==> src/rtl/mem_arbiter.sv <==
// Round-robin arbiter serialising a fetch port and a data port onto a single
// registered-read block-RAM port using a req/ack handshake.
module mem_arbiter #(
  parameter int ADDR_W = 4,
  parameter int DATA_W = 32
) (
  input  logic              clk_in,
  input  logic              reset,
  input  logic              i_req,
  input  logic [ADDR_W-1:0] i_addr,
  output logic [DATA_W-1:0] i_rdata,
  output logic              i_ack,
  input  logic              d_req,
  input  logic              d_we,
  input  logic [ADDR_W-1:0] d_addr,
  input  logic [DATA_W-1:0] d_wdata,
  output logic [DATA_W-1:0] d_rdata,
  output logic              d_ack,
  output logic [ADDR_W-1:0] mem_addr,
  output logic              mem_we,
  output logic [DATA_W-1:0] mem_wdata,
  input  logic [DATA_W-1:0] mem_rdata,
  output logic              busy
);

  typedef enum logic [1:0] {IDLE, ACCESS, CAPTURE, RESP} state_t;
  typedef enum logic {GNT_I, GNT_D} grant_t;

  state_t            state_q, state_d;
  grant_t            owner_q, owner_d;
  grant_t            last_grant_q, last_grant_d;
  logic              wr_q, wr_d;
  logic [ADDR_W-1:0] mem_addr_q, mem_addr_d;
  logic              mem_we_q, mem_we_d;
  logic [DATA_W-1:0] mem_wdata_q, mem_wdata_d;
  logic [DATA_W-1:0] i_rdata_q, i_rdata_d;
  logic [DATA_W-1:0] d_rdata_q, d_rdata_d;
  logic              i_ack_q, i_ack_d;
  logic              d_ack_q, d_ack_d;

  logic   req_i, req_d, any_req;
  grant_t winner;

  always_ff @(posedge clk_in or posedge reset) begin
    if (reset) begin
      state_q      <= IDLE;
      owner_q      <= GNT_I;
      last_grant_q <= GNT_D;
      wr_q         <= 1'b0;
      mem_addr_q   <= '0;
      mem_we_q     <= 1'b0;
      mem_wdata_q  <= '0;
      i_rdata_q    <= '0;
      d_rdata_q    <= '0;
      i_ack_q      <= 1'b0;
      d_ack_q      <= 1'b0;
    end else begin
      state_q      <= state_d;
      owner_q      <= owner_d;
      last_grant_q <= last_grant_d;
      wr_q         <= wr_d;
      mem_addr_q   <= mem_addr_d;
      mem_we_q     <= mem_we_d;
      mem_wdata_q  <= mem_wdata_d;
      i_rdata_q    <= i_rdata_d;
      d_rdata_q    <= d_rdata_d;
      i_ack_q      <= i_ack_d;
      d_ack_q      <= d_ack_d;
    end
  end

  // In RESP the owner's request is still the one just served, so mask it.
  always_comb begin
    req_i   = i_req && !(state_q == RESP && owner_q == GNT_I);
    req_d   = d_req && !(state_q == RESP && owner_q == GNT_D);
    any_req = req_i || req_d;
    if (req_i && req_d) begin
      winner = (last_grant_q == GNT_D) ? GNT_I : GNT_D;
    end else begin
      winner = req_i ? GNT_I : GNT_D;
    end
  end

  always_comb begin
    state_d      = state_q;
    owner_d      = owner_q;
    last_grant_d = last_grant_q;
    wr_d         = wr_q;
    mem_addr_d   = mem_addr_q;
    mem_we_d     = mem_we_q;
    mem_wdata_d  = mem_wdata_q;
    i_rdata_d    = i_rdata_q;
    d_rdata_d    = d_rdata_q;
    i_ack_d      = 1'b0;
    d_ack_d      = 1'b0;

    unique case (state_q)
      IDLE, RESP: begin
        if (any_req) begin
          state_d      = ACCESS;
          owner_d      = winner;
          last_grant_d = winner;
          if (winner == GNT_I) begin
            mem_addr_d = i_addr;
            mem_we_d   = 1'b0;
            wr_d       = 1'b0;
          end else begin
            mem_addr_d  = d_addr;
            mem_we_d    = d_we;
            wr_d        = d_we;
            mem_wdata_d = d_wdata;
          end
        end else begin
          state_d = IDLE;
        end
      end
      ACCESS: begin
        mem_we_d = 1'b0;
        state_d  = CAPTURE;
      end
      CAPTURE: begin
        if (owner_q == GNT_I) begin
          i_rdata_d = mem_rdata;
          i_ack_d   = 1'b1;
        end else begin
          if (!wr_q) begin
            d_rdata_d = mem_rdata;
          end
          d_ack_d = 1'b1;
        end
        state_d = RESP;
      end
      default: state_d = IDLE;
    endcase
  end

  assign i_rdata   = i_rdata_q;
  assign d_rdata   = d_rdata_q;
  assign i_ack     = i_ack_q;
  assign d_ack     = d_ack_q;
  assign mem_addr  = mem_addr_q;
  assign mem_we    = mem_we_q;
  assign mem_wdata = mem_wdata_q;
  assign busy      = (state_q != IDLE);

endmodule

==> config.mk <==
export PLATFORM = sky130hd
export DESIGN_NAME = mem_arbiter
export DESIGN_NICKNAME = d
export VERILOG_FILES = /design/src/rtl/mem_arbiter.sv
export SDC_FILE = /design/constraint.sdc
export NUM_CORES = 1
export LEC_CHECK = 0
export ABC_AREA = 1
export BUFFER_PORTS_ARGS = -buffer_cell sky130_fd_sc_hd__buf_4
export CAP_MARGIN = 20
export CORE_MARGIN = 3
export CORE_UTILIZATION = 45
export CTS_BUF_LIST = sky130_fd_sc_hd__clkbuf_4 sky130_fd_sc_hd__clkbuf_8
export CTS_CLUSTER_SIZE = 12
export DETAILED_ROUTE_END_ITERATION = 10
export PLACE_DENSITY = 0.88
export SLEW_MARGIN = 15
export SYNTH_ARGS = -nofsm -noshare
export SYNTH_HDL_FRONTEND = slang
export SYNTH_SLANG_ARGS = --single-unit
==> constraint.sdc <==
create_clock -name clk_in -period 5.6 [get_ports clk_in]
set_input_delay 1.12 -clock clk_in [delete_from_list [all_inputs] [get_ports clk_in]]
set_output_delay 1.12 -clock clk_in [all_outputs]
set_load 0.1 [all_outputs]
==> out/results.tsv <==
stage	metric	value	unit
worst_setup_path	critPathRequiredTime	5.83	ns
grt	use_met2	28.5	%
worst_setup_path	critPathSlowestCell	a21oi_4	
worst_setup_path	arrival	2.77	ns
grt	grt_use_met3	5.84	%
yosys	synth_area_leaders	dfrtp_1 63%, nand2_1 14%, o21ai_0 4.6%	
final_layout	fill_cells	676	
worst_setup_path	cp_max_fo	41	
clock_network	cts_tree	yes	
final_layout	num-nets-final	704	
clock_network	clk_latency	0.34	ns
yosys	synth_cells	453	
floorplanning	coreArea	0.00893	mm2
grt	busiest_layer	met2	
clock_network	h-tree-depth	3	
sta	fmax	394	MHz
worst_setup_path	ff2ff_path_depth	7	
sta	finalClockSkew	0.0122	ns
hold_path	hold_end	mem_wdata[17]	
yosys	ys.warnings.count	0	
hold_path	hp-start	mem_wdata[17]	
grt	grt_overflow_total	0	
worst_setup_path	crit_top_cell	nand2_1	
grt	first_global_vias	3309	
detailed_routing	via_per_inst	4.87	
final_layout	num_antenna_cells	0	
worst_setup_path	startpoint_type	input port	
sta	finalHoldViolCount	0	
floorplanning	core.rowCount	34	
detailed_routing	routedWlPerCell	13.8	um
yosys	synth_area_leader_cell	dfrtp_1	
sta	rsz0062_at_grt	false	
detailed_routing	antenna_left	0	
final_layout	area_delta_synth_final	36.6	%
worst_setup_path	crit_path_end_kind	flip-flop	
sta	drv_slew	0	
detailed_routing	dr.pass1.iters	4	
floorplanning	ios	181	
grt	grt_max_degree	65	
sta	fin_setup_tns	0	ns
yosys	netlist_area	0.00426	mm2
sta	timing.hold.ws	0.484	ns
yosys	synthDistinctLibCells	19	
worst_setup_path	cpPeakStageDelay	0.80	ns
grt	antenna_found_initial	0	
floorplanning	dieArea	0.0107	mm2
final_layout	multi_input_area	0.00126	mm2
clock_network	cts_hold_buf	0	
detailed_routing	wl	10100	um
clock_network	cts_sinks	108	
yosys	ys_ff_latch	108	
worst_setup_path	crit_chain	buf_4 -> nand2_1 -> a21oi_4 -> nand2_4 -> nand2_1 -> nand2_1	
yosys	yosysSeqAreaShare	63.5	%
clock_network	cts.path.max_buffers	2	
worst_setup_path	r2r_setup_slack	3.10	ns
outcome	status	finished, final reports clean	
worst_setup_path	r2r_end	mem_wdata[25]	
worst_setup_path	reg2reg_from	state_q[0]	
sta	worst_slew_pin_slew	0.995	ns
floorplanning	die_h	103	um
grt	grt_pass1_wl	15900	um
clock_network	cts_buffers	9	
clock_network	post-cts-setup-buffer-count	0	
hold_path	hold_path_class	reg -> reg	
clock_network	path_clk_slew	0.10	ns
sta	finalCriticalPeriod	2.54	ns
hold_path	hold_depth	2	
sta	setup_viol	0	
detailed_routing	drc	0	
final_layout	regArea	0.00270	mm2
floorplanning	die_x	103	um
clock_network	root_buffer	clkbuf_8	
sta	final.period_utilization	45.3	%
worst_setup_path	cp_top_family	compound AO/OA/AOI/OAI gates	
sta	relSlewSlack	33.5	%
worst_setup_path	critPathBufInv	1	
placement	dp_hpwl	7570	um
final_layout	layout-drive-gt1-share	33.1	%
yosys	syn_nets	534	
grt	grtUsageTotal	18.7	%
yosys	avgSynthCellArea	9.40	um2
flow_run	max-cap-violations	0	
yosys	netlist.area_leader.share	62.9	%
floorplanning	initial_utilization	47.6	%
detailed_routing	drtIter0Drc	142	
grt	grt.met1_usage	26.6	%
final_layout	final_util	65.1	%
detailed_routing	num_vias	3583	
placement	io_buffers	180	
worst_setup_path	crit_type	in -> reg	
placement	gp_congestion	0.819	
clock_network	cts.repair.resized	0	
synth_stat cells:
| master | n |
|---|---|
| nand2_4 | 2 |
| inv_2 | 2 |
| nand3_1 | 38 |
| a21oi_4 | 2 |
| clkbuf_1 | 6 |
| inv_1 | 43 |
| o21ai_1 | 28 |
| nor2_1 | 1 |
| or2_1 | 1 |
| a21oi_1 | 1 |
| o21ai_0 | 39 |
| dfrtp_1 | 107 |
| nand3_2 | 1 |
| buf_4 | 3 |
| buf_6 | 2 |
| dfstp_2 | 1 |
| ha_1 | 4 |
| nand2_1 | 160 |
| buf_2 | 12 |
kinds of logic after synthesis:
| family | count (synthesis) | share of synthesized area, % |
|---|---|---|
| and+or+nand+nor | 203 | 19.6 |
| buffers and inverters | 68 | 6.97 |
| DFF | 108 | 63.5 |
| adders and majority gates | 4 | 1.18 |
| AOI/OAI and AO/OA | 70 | 8.76 |
routing by layer:
| layer | part of all wire [%] | up-vias |
|---|---|---|
| met5 | 0 | - |
| met4 | 0.98 | 0 |
| met3 | 9.7 | 11 |
| met2 | 47 | 171 |
| met1 | 43 | 1639 |
| li1 | - | 1762 |
layout by cell type, fill, tap and decap left out, types with 2 or more instances in the layout:
| master | Yosys | routed |
|---|---|---|
| buf_4 | 3 | 182 |
| nand2_1 | 160 | 160 |
| dfrtp_1 | 107 | 107 |
| inv_1 | 43 | 42 |
| o21ai_0 | 39 | 39 |
| nand3_1 | 38 | 38 |
| o21ai_1 | 28 | 28 |
| clkbuf_8 | 0 | 10 |
| ha_1 | 4 | 4 |
| inv_2 | 2 | 2 |
| a21oi_4 | 2 | 2 |
| nand2_4 | 2 | 2 |
| clkinv_4 | 0 | 2 |
| clkinvlp_4 | 0 | 2 |
worst register-to-register path: cells and delay by family, from the launching register on:
family / cells / cell delay (ns)
AND/OR/NAND/NOR: 5 / 0.91
AO/OA/AOI/OAI: 1 / 0.80
flip-flops: 1 / 0.42
adder cells (fa/ha/maj): 1 / 0.27
per-stage QoR:
step	instance area [um2]	instances	setup WS, ns
floorplan	4260	453	1.64
global placement	5630	720	2.78
detailed placement	5630	720	2.71
CTS	5820	736	3.11
global route	5820	736	2.90
finish	5820	736	3.06
state kept, by name, summed over array words and instances (netlist names):
register      cells
mem_we            1
last_grant_q      1
i_rdata          32
owner_q           1
mem_addr          4
mem_wdata        32
d_ack             1
i_ack             1
d_rdata          32
state_q           2
wr_q              1
worst max-delay path by stage:
stage	from	to	slack, ns	cells after the start
floorplan	reset	d_ack	1.64	1
global placement	d_req	mem_wdata[20]	2.78	6
detailed placement	d_req	mem_wdata[23]	2.71	6
CTS	d_req	mem_wdata[25]	3.11	6
global route	state_q[0]	mem_wdata[15]	2.90	7
finish	d_req	mem_wdata[25]	3.06	6
final cells by class:
cell class	instances	area share, %
clock inverter	5	0.645
multi-input combinational	277	21.6
tap	108	2.32
timing repair buffer	182	23.5
inverter	45	2.95
sequential	108	46.5
clock buffer	11	2.50
Power is not shown: default switching activity piles up to over one toggle a cycle in this logic, so the estimate is an artifact.
